### src/rtl/rf_write_arbiter_if.sv
// Bundle of the two writeback request channels and the shared register-file
// write port. Requesters plus the register file sit on the master side.
interface rf_write_arbiter_if #(
  parameter int DATA_WIDTH = 32,
  parameter int ADDR_WIDTH = 5,
  parameter int CNT_WIDTH  = 8
);
  logic                  hold;
  logic                  a_valid;
  logic                  a_ready;
  logic [ADDR_WIDTH-1:0] a_reg;
  logic [DATA_WIDTH-1:0] a_data;
  logic                  b_valid;
  logic                  b_ready;
  logic [ADDR_WIDTH-1:0] b_reg;
  logic [DATA_WIDTH-1:0] b_data;
  logic                  RegWrite;
  logic [ADDR_WIDTH-1:0] write_reg;
  logic [DATA_WIDTH-1:0] write_data;
  logic                  r0_err;
  logic [CNT_WIDTH-1:0]  drop_count;

  modport master (
    output hold, a_valid, a_reg, a_data, b_valid, b_reg, b_data,
    input  a_ready, b_ready, RegWrite, write_reg, write_data, r0_err, drop_count
  );

  modport slave (
    input  hold, a_valid, a_reg, a_data, b_valid, b_reg, b_data,
    output a_ready, b_ready, RegWrite, write_reg, write_data, r0_err, drop_count
  );
endinterface

### src/rtl/rf_write_arbiter.sv
// Round-robin arbiter sharing one register-file write port between ALU (A) and
// load (B) writeback; writes to r0 are consumed, flagged and counted.
module rf_write_arbiter #(
  parameter int DATA_WIDTH = 32,
  parameter int ADDR_WIDTH = 5,
  parameter int CNT_WIDTH  = 8
) (
  input logic              clk,
  input logic              rst_n,
  rf_write_arbiter_if.slave bus
);

  localparam logic [0:0]           GRANT_A = 1'b0;
  localparam logic [0:0]           GRANT_B = 1'b1;
  localparam logic [CNT_WIDTH-1:0] CNT_MAX = '1;

  logic [0:0]            last_grant;
  logic                  grant_a;
  logic                  grant_b;
  logic                  xfer;
  logic                  sel_is_r0;
  logic [ADDR_WIDTH-1:0] sel_reg;
  logic [DATA_WIDTH-1:0] sel_data;

  // NOTE: every output of an always_comb gets a default first; a path that
  // leaves one unassigned would infer a latch.
  always_comb begin
    grant_a = 1'b0;
    grant_b = 1'b0;
    if (!bus.hold) begin
      if (bus.a_valid && bus.b_valid) begin
        // Contention: serve the side that did not win last time.
        grant_a = (last_grant == GRANT_B);
        grant_b = ~grant_a;
      end else begin
        grant_a = bus.a_valid;
        grant_b = bus.b_valid;
      end
    end
  end

  assign bus.a_ready = grant_a;
  assign bus.b_ready = grant_b;
  assign xfer        = grant_a | grant_b;
  assign sel_reg     = grant_b ? bus.b_reg  : bus.a_reg;
  assign sel_data    = grant_b ? bus.b_data : bus.a_data;
  assign sel_is_r0   = (sel_reg == '0);

  // NOTE: state is updated with non-blocking assignments so every register
  // samples pre-edge values regardless of statement order.
  always_ff @(posedge clk or negedge rst_n) begin
    if (!rst_n) begin
      last_grant     <= GRANT_B;
      bus.RegWrite   <= 1'b0;
      bus.write_reg  <= '0;
      bus.write_data <= '0;
      bus.r0_err     <= 1'b0;
      bus.drop_count <= '0;
    end else begin
      bus.RegWrite <= xfer & ~sel_is_r0;
      bus.r0_err   <= xfer & sel_is_r0;
      if (xfer) begin
        last_grant <= grant_b ? GRANT_B : GRANT_A;
        if (sel_is_r0) begin
          // Address/data keep their old values so r0 never reaches the file.
          if (bus.drop_count != CNT_MAX) bus.drop_count <= bus.drop_count + 1'b1;
        end else begin
          bus.write_reg  <= sel_reg;
          bus.write_data <= sel_data;
        end
      end
    end
  end

endmodule
### src/flat_wrapper.sv
// flat-port wrapper written by rule: the top's interface ports become plain ports
module rf_write_arbiter_flat 
#(
  parameter int DATA_WIDTH = 32,
  parameter int ADDR_WIDTH = 5,
  parameter int CNT_WIDTH  = 8
)
  (clk, rst_n, bus_hold, bus_a_valid, bus_a_reg, bus_a_data, bus_b_valid, bus_b_reg, bus_b_data, bus_a_ready, bus_b_ready, bus_RegWrite, bus_write_reg, bus_write_data, bus_r0_err, bus_drop_count);
  rf_write_arbiter_if #(.DATA_WIDTH(DATA_WIDTH), .ADDR_WIDTH(ADDR_WIDTH), .CNT_WIDTH(CNT_WIDTH)) bus_i ();
  input logic clk;
  input logic rst_n;
  input wire logic [$bits(bus_i.hold)-1:0] bus_hold;
  input wire logic [$bits(bus_i.a_valid)-1:0] bus_a_valid;
  input wire logic [$bits(bus_i.a_reg)-1:0] bus_a_reg;
  input wire logic [$bits(bus_i.a_data)-1:0] bus_a_data;
  input wire logic [$bits(bus_i.b_valid)-1:0] bus_b_valid;
  input wire logic [$bits(bus_i.b_reg)-1:0] bus_b_reg;
  input wire logic [$bits(bus_i.b_data)-1:0] bus_b_data;
  output wire logic [$bits(bus_i.a_ready)-1:0] bus_a_ready;
  output wire logic [$bits(bus_i.b_ready)-1:0] bus_b_ready;
  output wire logic [$bits(bus_i.RegWrite)-1:0] bus_RegWrite;
  output wire logic [$bits(bus_i.write_reg)-1:0] bus_write_reg;
  output wire logic [$bits(bus_i.write_data)-1:0] bus_write_data;
  output wire logic [$bits(bus_i.r0_err)-1:0] bus_r0_err;
  output wire logic [$bits(bus_i.drop_count)-1:0] bus_drop_count;
  assign bus_i.hold = bus_hold;
  assign bus_i.a_valid = bus_a_valid;
  assign bus_i.a_reg = bus_a_reg;
  assign bus_i.a_data = bus_a_data;
  assign bus_i.b_valid = bus_b_valid;
  assign bus_i.b_reg = bus_b_reg;
  assign bus_i.b_data = bus_b_data;
  assign bus_a_ready = bus_i.a_ready;
  assign bus_b_ready = bus_i.b_ready;
  assign bus_RegWrite = bus_i.RegWrite;
  assign bus_write_reg = bus_i.write_reg;
  assign bus_write_data = bus_i.write_data;
  assign bus_r0_err = bus_i.r0_err;
  assign bus_drop_count = bus_i.drop_count;
  rf_write_arbiter #(.DATA_WIDTH(DATA_WIDTH), .ADDR_WIDTH(ADDR_WIDTH), .CNT_WIDTH(CNT_WIDTH)) u_core (.clk(clk), .rst_n(rst_n), .bus(bus_i));
endmodule
### config.mk
export PLATFORM = sky130hd
export DESIGN_NAME = rf_write_arbiter_flat
export DESIGN_NICKNAME = d
export VERILOG_FILES = /design/src/rtl/rf_write_arbiter_if.sv /design/src/rtl/rf_write_arbiter.sv /design/src/flat_wrapper.sv
export SDC_FILE = /design/constraint.sdc
export NUM_CORES = 1
export LEC_CHECK = 0
export CORE_ASPECT_RATIO = 2
export CORE_UTILIZATION = 34
export DETAILED_ROUTE_END_ITERATION = 16
export PLACE_DENSITY = 0.79
export SLEW_MARGIN = 15
export SYNTH_ARGS = -nofsm -noshare
export SYNTH_HDL_FRONTEND = slang
export SYNTH_SLANG_ARGS = --single-unit
### constraint.sdc
create_clock -name clk -period 1.95 [get_ports clk]
set_clock_uncertainty 0.2 [all_clocks]
set_input_delay 0.39 -clock clk [delete_from_list [all_inputs] [get_ports clk]]
set_output_delay 0.39 -clock clk [all_outputs]
set_load 0.1 [all_outputs]
* Yosys cells after proc, flatten, opt, wreduce, memory -nomap -nowiden
Index checks and enable logic that the tools add are counted.
** Word-level totals
- Register bits :: 48
- Logic and storage cells :: 24
** Cells by class
- Add/sub/neg operators :: 1
- Equality and inequality tests :: 1
- Mux-type cells :: 7
- Bitwise gates (word level) :: 5
- Reduce and logical (&&, ||, !) cells :: 4
** Operator list (number)
- 32-bit two-way mux :: 1
- 8-bit by 1-bit adder with 8-bit output (second input constant) :: 1
- 8-bit inequality test (second input constant) :: 1
- 5-bit zero test :: 1
- 1-bit two-way mux :: 5
- 5-bit two-way mux :: 1
- 3-bit AND reduction :: 1
- 1-bit bitwise AND :: 2
- 1-bit inverter :: 2
- 2-bit AND reduction :: 1
- 1-bit logical AND :: 1
- 1-bit OR :: 1

* Longest topological paths before layout
Gate-level depths: netlist of the first run.
- Word-level depth :: 7
- Gate-level depth with buffers :: 6
- Depth with buffers taken out :: 5

* Least setup slack after synthesis of the first run
OpenSTA, ideal clock, no wires.
- Kind :: reg-to-output
- Start :: reg u_core.last_grant
- End :: out bus_a_ready
- Arrival :: 3069 ps
- Required time :: 1360 ps
- Setup slack :: -1709 ps
- Stages on the path, launching flop included :: 6
- Cells stage by stage :: dfstp_2 -> nand2_1 -> nand2_1 -> clkinv_1 -> clkbuf_1 -> nor2_1
** On the way
- Longest elaborated chain between the ends :: 2
** RTL lines
- start: declaration :: RTL line rf_write_arbiter.sv:17 : logic [0:0] last_grant;
- start signal: assignment :: RTL line rf_write_arbiter.sv:63 : last_grant <= grant_b ? GRANT_B : GRANT_A;
- 1-bit two-way mux :: RTL line rf_write_arbiter.sv:31 : if (bus.a_valid && bus.b_valid) begin
- 1-bit two-way mux :: RTL line rf_write_arbiter.sv:30 : if (!bus.hold) begin
- end: declaration :: RTL line flat_wrapper.sv:19 : output wire logic [$bits(bus_i.a_ready)-1:0] bus_a_ready;
Every way passes these cells.

* Worst setup path after layout of the first run
Ends and elaborated chain as after synthesis.

==> results by group, run 1 <==
GRT
  • Largest net degree at the start of global routing: 38
  • GRT Total Usage: 22.77%
  • First-pass GRT wire length: 11360 µm
  • Vias in the first global route: 2344
  • Total global routing overflow: 0
  • Initial antenna violation count: 0

Drt
  • Post-route ant nets: 0
  • Vias/cell: 5.111
  • Residual DRC count: 0
  • Total wire length: 8790 µm
  • Starting DRC count in detailed routing: 81
  • Vias after detailed routing: 2479
  • WL per Instance: 18.12 µm
  • First drt pass iteration count: 4

Clock tree
  • Total CTS buffers: 5
  • H-Tree Depth: 2
  • Worst-skew pair later-pin latency: 0.29 ns
  • Clock sink total: 48
  • CTS tree: yes
  • Clk root buf: clkbuf_16
  • Clock Tree Buf Depth: 2
  • Worst-path clk slew: 0.06 ns

Synthesis
  • Syn nets: 330
  • Synth Area in Adders: 0.5672%
  • Yosys cell types: 29
  • Largest family of logic cells by synthesized area: simple AND/OR/NAND/NOR gates
  • Cells after synthesis: 250
  • Post-Synth Simple-Gate Area: 23.77%
  • Xor/xnor cell area share of the yosys netlist: 1.985%
  • Complex-gate fraction of the synthesized area: 12.71%
  • Yosys reg bits: 48
  • Post-synthesis sequential area ratio: 54.51%
  • Syn. warnings: 0
  • Syn avg cell area: 8.823 µm²
  • Mux contribution to synthesized area: 2.893%
  • Post-synthesis cell area: 2206 µm²

STA
  • Final worst-path cycle share: 105.4%
  • Max Freq: 0.4867 GHz
  • Tightest Pin Transition: 0.6764 ns
  • Min setup slack post-route: -0.1047 ns
  • Final Hold Fails: 0
  • Max-Slew Margin vs Limit: 54.91%
  • RSZ-0062 raised after global routing: yes
  • Finish-stage setup viols: 6
  • Final Max Tran Viols: 0
  • Min Tclk post-route: 2.055 ns

Cells and area
  • Antenna Cells: 0
  • Most frequent cells in the layout: 72 x nand2_1, 66 x clkdlybuf4s50_1, 55 x buf_12, 40 x dfrtp_1, 26 x a31oi_1
  • Area delta synth->final: 115.0%
  • Number of flip-flops in the largest register: 32
  • Layout cells sized above 1: 34.09%
  • Most common cell after layout, fill and taps aside: nand2_1
  • Layout Nets: 478

Die
  • Boundary Pins: 128
  • Chip height: 115.9 µm
  • Starting Density: 35.25%
  • DIE AREA: 6833 µm²
  • Rows: 41
  • Core area: 6259 µm²
  • Die Span X: 58.96 µm

Pwr
  • Peak supply drop: 0.0007081 V
  • Pwr Total: 4.525 mW
  • Static Leak: 2.062 nW
  • Cell Pwr Density: 954.2 nW/µm²

Critical path
  • Worst path max stage delay: 0.57 ns
  • CP max-delay cell: dfstp_2
  • Nature of the critical path endpoint: output port
  • Critical R2R Launch: u_core.last_grant$_DFFE_PN1P_
  • Setup Crit Path Kind: register to output port
  • WP data required: 1.36 ns
  • Worst r2r dst: u_core.bus.drop_count[1]$_DFFE_PN0P_
  • Worst EP arrival: 1.46 ns
  • CP most frequent cell: nand2_4
  • Cell family contributing the most delay on the critical path: flip-flops
  • Critical Path Source Type: register
  • Cells on worst reg2reg path: 5
  • Buf/Inv on CP: 3
  • Crit Path Max Fanout: 2
  • R2R setup slack: -0.05 ns
  • Cell Chain, Critical Path: nand2_4, nand2_4, buf_6, clkinv_8, nor2_4, buf_12

Flow run
  • Max-cap violation count: 0

Place
  • Post-DP HPWL: 5493 µm
  • Port bufs: 127
  • Gpl congestion: 0.7605
  • Dpl ws: -0.6122 ns

Run status
  • Outcome: finished with violations
  • Failing checks: setup timing

Min path
  • Worst hold endpoint: u_core.bus.write_reg[2]$_DFFE_PN0P_
  • Hold Crit Class: primary input to register
  • Min-Delay Startpoint: bus_a_reg[2]
  • Hold path depth: 3
==> kinds of logic (layout without fill, tap and decap cells) <==
| kind of cell | Yosys count | in the layout |
|---|---|---|
| compound gates | 41 | 41 |
| buf+inv | 21 | 170 |
| xor+xnor | 5 | 5 |
| simple gates | 128 | 128 |
| mux | 6 | 6 |
| flops | 48 | 48 |
| fa+ha+maj | 1 | 1 |
==> stage by stage <==
stage	hold slack [ns]	cells	TNS, ns	utilization [%]	instance area [µm²]
floorplan	-0.1056	250	-0.2876	-	2275
global placement	0.2558	462	-17.18	67.37	4217
detailed placement	0.2631	462	-19.23	67.37	4217
CTS	0.2632	475	-0.1526	71.17	4454
global route	0.1788	485	-1.821	75.77	4742
finish	0.1584	485	-0.3196	75.77	4742
==> worst max path at each step <==
stage,startpoint,to,slack (ns),cells past startpoint
after floorplan,u_core.last_grant$_DFFE_PN1P_,bus_a_ready,-0.1,5
after global placement,bus_a_reg[2],u_core.bus.drop_count[3]$_DFFE_PN0P_,-0.54,7
after detailed placement,bus_a_reg[2],u_core.bus.drop_count[3]$_DFFE_PN0P_,-0.61,7
after CTS,u_core.last_grant$_DFFE_PN1P_,bus_a_ready,-0.1,6
after global routing,u_core.last_grant$_DFFE_PN1P_,bus_a_ready,-0.14,6
final,u_core.last_grant$_DFFE_PN1P_,bus_a_ready,-0.10,6
==> cell type report <==
type	instances	area (µm²)
clock buffers	8	146.4
fillers	407	1516
inverters	7	38.79
multi-input cells	181	1092
flip-flops and latches	48	1224
well taps	86	107.6
repair buffers	155	2133
==> cell usage after synthesis <==
master    instances  area share, %
nand2_1          75             13
dfrtp_1          47             53
nor2_1           39            6.6
a31oi_1          34            9.6
clkbuf_1         14            2.4
inv_1             5           0.85
xor2_1            4            1.6
mux2_1            3            1.5
mux2i_1           3            1.4
nand3_1           3           0.68
nor4_1            3           0.85
o22ai_1           3           0.85
a211oi_2          1           0.57
a21o_1            1           0.34
a31oi_4           1           0.96
and3_1            1           0.28
and4b_1           1           0.45
clkinv_1          1           0.17
dfstp_2           1            1.2
ha_1              1           0.57
inv_2             1           0.17
nand2b_1          1           0.28
nand4_1           1           0.28
nor2_4            1           0.51
nor2b_1           1           0.28
nor3_1            1           0.23
o21bai_1          1           0.34
or4_4             1           0.51
xnor2_1           1           0.40
==> what timing repair did <==
item | in CTS | in global routing
hold buffers | 1 | 0
setup endpoints to repair | 47 | 45
resized for setup | 25 | 33
gates cloned | 0 | 7
endpoints found under the hold margin | 25 | 0
pin swaps | 10 | 6
buffers inserted | 4 | 4
==> routing by layer <==
layer | wire length [µm] | global-route usage, %
met1 | 2763 | 22.24
met2 | 5363 | 44.02
met3 | 365 | 3.795
met4 | 297 | 10.95
met5 | 0 | 0
==> power by group <==
part	leakage (nW)	switching, mW	internal [mW]
Combinational	1.44	1.42	0.897
Clock	0.0712	0.353	0.512
Sequential	0.551	0.195	1.15
==> worst reg2reg max path: stages (launching register included) <==
cell,delay [ns]
dfstp_2,0.57
nand2_4,0.07
and4b_2,0.27
a31oi_4,0.29
a21o_1,0.17
mux2_4,0.31
(Power assumes the default switching activity.)
==> inputs of run 2 (changes only) <==
--- a/config.mk
+++ b/config.mk
@@ -6,9 +6,10 @@
 export NUM_CORES = 1
 export LEC_CHECK = 0
 export CORE_ASPECT_RATIO = 2
-export CORE_UTILIZATION = 34
+export CORE_UTILIZATION = 35
+export CTS_BUF_LIST = sky130_fd_sc_hd__clkbuf_2 sky130_fd_sc_hd__clkbuf_4 sky130_fd_sc_hd__clkbuf_8
 export DETAILED_ROUTE_END_ITERATION = 16
-export PLACE_DENSITY = 0.79
+export PLACE_DENSITY = 0.81
 export SLEW_MARGIN = 15
 export SYNTH_ARGS = -nofsm -noshare
 export SYNTH_HDL_FRONTEND = slang
==> run 2 against run 1 <==
The flow still finishes with violations (setup timing). Largest cell class unchanged. Fmax decreased by 5.5%. Final cell count increased by 4.1%. Sequential share of layout area decreased by 1.4 points. Routed wire length increased by 9.3%. Clock power decreased by 29%. Power decreased by 3.2%.
==> results by group, run 2 (synthesized netlist as in run 1, its figures left out) <==
Drt
  • Residual DRC count: 0
  • Post-route ant nets: 0
  • WL per Instance: 19.03 µm
  • First drt pass iteration count: 4
  • Vias/cell: 5.333
  • Total wire length: 9611 µm
  • Vias after detailed routing: 2693
  • Starting DRC count in detailed routing: 118

Die
  • Starting Density: 36.43%
  • Rows: 40
  • Boundary Pins: 128
  • Core area: 6056 µm²
  • DIE AREA: 6643 µm²
  • Die Span X: 58.14 µm
  • Chip height: 114.3 µm

Critical path
  • Setup Crit Path Kind: register to register
  • R2R setup slack: -0.23 ns
  • Worst path max stage delay: 0.55 ns
  • WP data required: 1.98 ns
  • Critical Path Source Type: register
  • CP max-delay cell: dfstp_2
  • Cell Chain, Critical Path: nand2_2, and4b_2, buf_6, a211oi_4, buf_6, buf_12, buf_12, nor2_1, a31oi_1
  • Buf/Inv on CP: 4
  • Cells on worst reg2reg path: 9
  • Crit Path Max Fanout: 7
  • Worst EP arrival: 2.21 ns
  • Critical R2R Launch: u_core.last_grant$_DFFE_PN1P_
  • Worst r2r dst: u_core.bus.write_data[30]$_DFFE_PN0P_
  • Cell family contributing the most delay on the critical path: flip-flops
  • Nature of the critical path endpoint: register

GRT
  • Initial antenna violation count: 0
  • Largest net degree at the start of global routing: 21
  • GRT Total Usage: 27.31%
  • Total global routing overflow: 0
  • Vias in the first global route: 2724
  • First-pass GRT wire length: 13560 µm

Cells and area
  • Final Util: 82.85%
  • Antenna Cells: 0
  • Number of flip-flops in the largest register: 32
  • Layout cells sized above 1: 40.86%
  • Most frequent cells in the layout: 73 x nand2_1, 66 x clkdlybuf4s50_1, 58 x buf_12, 40 x dfrtp_1, 29 x a31oi_1
  • Area delta synth->final: 127.5%
  • Layout Nets: 500
  • Most common cell after layout, fill and taps aside: nand2_1

STA
  • Min setup slack post-route: -0.2250 ns
  • Min Tclk post-route: 2.175 ns
  • Final Hold Fails: 0
  • Finish-stage setup viols: 47
  • Setup TNS: -6.250 ns
  • Final Max Tran Viols: 0
  • Worst Hold Slack: 0.2989 ns
  • Tightest Pin Transition: 0.4869 ns
  • RSZ-0062 raised after global routing: yes
  • Max Freq: 0.4598 GHz
  • Final worst-path cycle share: 111.5%
  • Max-Slew Margin vs Limit: 67.54%

Clock tree
  • Clk root buf: clkbuf_8
  • Total CTS buffers: 5
  • CTS tree: yes
  • H-Tree Depth: 2
  • Worst-skew pair later-pin latency: 0.32 ns
  • Worst-path clk slew: 0.09 ns
  • Clock sink total: 48
  • Clock Tree Buf Depth: 2

Pwr
  • Cell Pwr Density: 872.6 nW/µm²
  • Static Leak: 2.155 nW
  • Peak supply drop: 0.0008755 V

Place
  • Gpl congestion: 0.8174
  • Port bufs: 127
  • Post-DP HPWL: 5470 µm
  • Dpl ws: -0.5443 ns

Min path
  • Min-Delay Startpoint: bus_a_reg[2]
  • Hold path depth: 3
  • Hold Crit Class: primary input to register
  • Worst hold endpoint: u_core.bus.write_reg[2]$_DFFE_PN0P_

Run status
  • Outcome: finished with violations
  • Failing checks: setup timing

Flow run
  • Max-cap violation count: 0
-- run 2: tightest hold or removal path: stages --
cell and delay [ns]:
dlygate4sd2_1 0.24, nand2_1 0.06, a31oi_1 0.08
-- run 2: worst max-delay path by stage --
| stage | from | endpoint | slack (ns) | cells past startpoint |
|---|---|---|---|---|
| detailed placement | bus_a_reg[2] | u_core.bus.drop_count[1]$_DFFE_PN0P_ | -0.54 | 6 |
| finish | u_core.last_grant$_DFFE_PN1P_ | u_core.bus.write_data[30]$_DFFE_PN0P_ | -0.23 | 9 |
| CTS | u_core.last_grant$_DFFE_PN1P_ | bus_a_ready | -0.10 | 6 |
| global placement | bus_a_reg[2] | u_core.bus.drop_count[1]$_DFFE_PN0P_ | -0.52 | 6 |
| floorplan | u_core.last_grant$_DFFE_PN1P_ | bus_a_ready | -0.1 | 5 |
| global route | u_core.last_grant$_DFFE_PN1P_ | u_core.bus.write_data[2]$_DFFE_PN0P_ | -0.30 | 9 |
-- run 2: final cells by class --
| class | count | area, µm² |
|---|---|---|
| fillers | 315 | 1039 |
| well taps | 84 | 105.1 |
| clock buffers | 7 | 83.83 |
| clock inverters | 1 | 5.005 |
| repair buffers | 177 | 2341 |
| inverters | 7 | 38.79 |
| multi-input cells | 181 | 1220 |
| flip-flops and latches | 48 | 1224 |
-- run 2: metrics by stage --
stage	cells	cell area, µm²	total power [mW]
after CTS	497	4795	4.274
after floorplan	250	2275	2.534
final	505	5017	4.378
after detailed placement	466	4234	3.518
after global routing	505	5017	4.510
after global placement	466	4234	3.488
-- run 2: repair_timing --
action | CTS | global route
cloned | 5 | 2
hold endpoints to repair | 15 | 0
buffers inserted | 17 | 11
pin swaps | 10 | 7
endpoints found under the setup margin | 47 | 48
resized for setup | 50 | 55
hold buffers | 1 | 0
-- run 2: layer usage --
| layer | vias up | global-route usage (%) | routed length, µm |
|---|---|---|---|
| met2 | 136 | 51.34 | 5526 |
| met5 | - | 0 | 0 |
| met4 | 0 | 12.54 | 408 |
| li1 | 1182 | - | - |
| met3 | 39 | 4.407 | 378 |
| met1 | 1336 | 28.37 | 3298 |
-- run 2: power breakdown --
group / internal (mW) / leakage, nW / total, mW / switching, mW
registers: 1.15 / 0.551 / 1.36 / 0.208
logic: 0.947 / 1.56 / 2.40 / 1.46
clock network: 0.280 / 0.0491 / 0.617 / 0.337
total: 2.38 / 2.16 / 4.38 / 2.00
==> inputs of run 3 (changes only) <==
--- a/config.mk
+++ b/config.mk
@@ -9,6 +9,7 @@
 export CORE_UTILIZATION = 35
 export CTS_BUF_LIST = sky130_fd_sc_hd__clkbuf_2 sky130_fd_sc_hd__clkbuf_4 sky130_fd_sc_hd__clkbuf_8
 export DETAILED_ROUTE_END_ITERATION = 16
+export MAX_ROUTING_LAYER = met4
 export PLACE_DENSITY = 0.81
 export SLEW_MARGIN = 15
 export SYNTH_ARGS = -nofsm -noshare
==> constraint.sdc (replaced) <==
create_clock -name clk -period 2 [get_ports clk]
set_clock_uncertainty 0.2 [all_clocks]
set_input_delay 0.4 -clock clk [delete_from_list [all_inputs] [get_ports clk]]
set_output_delay 0.4 -clock clk [all_outputs]
set_load 0.1 [all_outputs]
==> run 3 against run 2 <==
The flow now finishes without violations. Highest routed layer unchanged. Flip-flop and latch count did not move. Largest cell class unchanged. Via count fell by 9.7%. Sequential power shrank 4%. Power decreased by 5.1%. Design area down 7.4%. Critical path depth fell by 1. Register-to-register slack improved by 0.26 ns. Core utilization fell by 6.1 points. Sequential share of layout area is 1.9 points higher. Largest power group unchanged. Routed wire length fell by 16%. Hold slack got worse by 0.090 ns.
==> results by group, run 3 (synthesized netlist as in run 1, its figures left out) <==
Run status
  • Outcome: completed

STA
  • Max Freq: 0.5054 GHz
  • Finish-stage setup viols: 0
  • Setup TNS: 0 ns
  • Min Tclk post-route: 1.979 ns
  • Tightest Pin Transition: 0.6117 ns
  • Min setup slack post-route: 0.02148 ns
  • Final Hold Fails: 0
  • Max-Slew Margin vs Limit: 59.22%
  • RSZ-0062 raised after global routing: yes
  • Final worst-path cycle share: 98.93%
  • Final Max Tran Viols: 0

Drt
  • First drt pass iteration count: 4
  • Residual DRC count: 0
  • Starting DRC count in detailed routing: 118
  • Total wire length: 8034 µm
  • Vias after detailed routing: 2432
  • Post-route ant nets: 0
  • Vias/cell: 5.046
  • WL per Instance: 16.67 µm

Die
  • Boundary Pins: 128
  • Rows: 40
  • Die Span X: 58.14 µm
  • Core area: 6056 µm²
  • Chip height: 114.3 µm
  • DIE AREA: 6643 µm²
  • Starting Density: 36.43%

Place
  • Port bufs: 127
  • Gpl congestion: 0.8748
  • Post-DP HPWL: 5509 µm
  • Dpl ws: -0.5218 ns

Clock tree
  • Worst-path clk slew: 0.09 ns
  • CTS tree: yes
  • Clock sink total: 48
  • Total CTS buffers: 5
  • Clk root buf: clkbuf_8
  • Worst-skew pair later-pin latency: 0.31 ns
  • H-Tree Depth: 2
  • Clock Tree Buf Depth: 2

Critical path
  • Crit Path Max Fanout: 6
  • Cells on worst reg2reg path: 7
  • Critical R2R Launch: u_core.last_grant$_DFFE_PN1P_
  • Worst r2r dst: u_core.bus.write_data[23]$_DFFE_PN0P_
  • Nature of the critical path endpoint: register
  • Worst EP arrival: 2.00 ns
  • R2R setup slack: 0.03 ns
  • Critical Path Source Type: primary input
  • Setup Crit Path Kind: primary input to register
  • WP data required: 2.02 ns

Flow run
  • Max-cap violation count: 0

Cells and area
  • Number of flip-flops in the largest register: 32
  • Final Util: 76.74%
  • Layout Nets: 477
  • Most frequent cells in the layout: 73 x nand2_1, 67 x clkdlybuf4s50_1, 52 x buf_12, 40 x dfrtp_1, 34 x a31oi_1
  • Area delta synth->final: 110.7%
  • Fillers: 360
  • Layout cells sized above 1: 32.41%
  • Most common cell after layout, fill and taps aside: nand2_1
  • Antenna Cells: 0

Pwr
  • Static Leak: 2.037 nW
  • Cell Pwr Density: 894.5 nW/µm²
  • Peak supply drop: 0.0007290 V

Min path
  • Hold path depth: 3
  • Hold Crit Class: primary input to register
  • Worst hold endpoint: u_core.bus.write_reg[2]$_DFFE_PN0P_
  • Min-Delay Startpoint: bus_b_reg[2]

GRT
  • Vias in the first global route: 2426
  • Initial antenna violation count: 0
  • Largest net degree at the start of global routing: 30
  • GRT Total Usage: 24.02%
  • Total global routing overflow: 0
  • First-pass GRT wire length: 11720 µm
run 3: cell types whose count changed in the layout (fill, tap and decap cells not counted), sizes merged:
cell           change
dlygate4sd2        -3
clkdlybuf4s50      +1
clkdlybuf4s15      -1
clkinvlp           +1
dlymetal6s2s       +3
clkinv             -1
buf               -26
bufbuf             +1
clkbuf             +2
run 3: per-stage QoR:
| stage | std cells | hold slack [ns] | cell area [µm²] | power [mW] |
|---|---|---|---|---|
| floorplan | 250 | -0.09559 | 2271 | 2.469 |
| detailed placement | 464 | 0.2424 | 4244 | 3.436 |
| global route | 482 | 0.2072 | 4647 | 4.304 |
| CTS | 477 | 0.2714 | 4415 | 4.081 |
| finish | 482 | 0.2093 | 4647 | 4.157 |
| global placement | 464 | 0.2341 | 4244 | 3.405 |
run 3: worst max-delay path, cell delays in order:
cell	delay [ns]
clkdlybuf4s50_1	0.56
nor2_4	0.08
buf_6	0.12
a211oi_4	0.31
buf_6	0.18
buf_12	0.13
nor2_2	0.04
a31oi_1	0.17
run 3: layout make-up:
cell class,count,area [µm²],area share [%]
inverters,7,38.79,0.8347
clock buffers,7,90.09,1.939
well taps,84,105.1,2.262
repair buffers,154,2107,45.34
flip-flops and latches,48,1224,26.33
clock inverters,1,7.507,0.1616
multi-input cells,181,1075,23.13
run 3: worst max path at each step:
stage | to | startpoint | slack [ns]
global placement | u_core.bus.drop_count[1]$_DFFE_PN0P_ | bus_a_reg[2] | -0.51
detailed placement | u_core.bus.drop_count[1]$_DFFE_PN0P_ | bus_a_reg[2] | -0.52
finish | u_core.bus.write_data[23]$_DFFE_PN0P_ | bus_a_reg[3] | 0.02
floorplan | bus_a_ready | u_core.last_grant$_DFFE_PN1P_ | -0.06
CTS | bus_a_ready | u_core.last_grant$_DFFE_PN1P_ | -0.01
global route | u_core.bus.drop_count[5]$_DFFE_PN0P_ | bus_a_reg[0] | -0.04
run 3: timing repair:
item,in CTS,in global routing
cloned,1,4
hold buffers,1,0
gates resized for setup,14,38
pin swaps,8,8
hold endpoints to repair,22,0
setup endpoints to repair,29,45
setup buffers,4,1
run 3: power breakdown:
part	total, mW	internal (mW)	switching, mW
clock	0.630	0.295	0.335
sequential	1.31	1.12	0.187
combinational	2.22	0.862	1.36
total	4.16	2.28	1.88
run 3: per-layer routing:
| metal | wire length [µm] | global-route usage [%] | vias up |
|---|---|---|---|
| li1 | - | - | 1134 |
| met1 | 2645 | 23.89 | 1161 |
| met2 | 4674 | 43.45 | 112 |
| met3 | 369 | 3.616 | 25 |
| met4 | 344 | 12.70 | 0 |
| met5 | 0 | - | - |
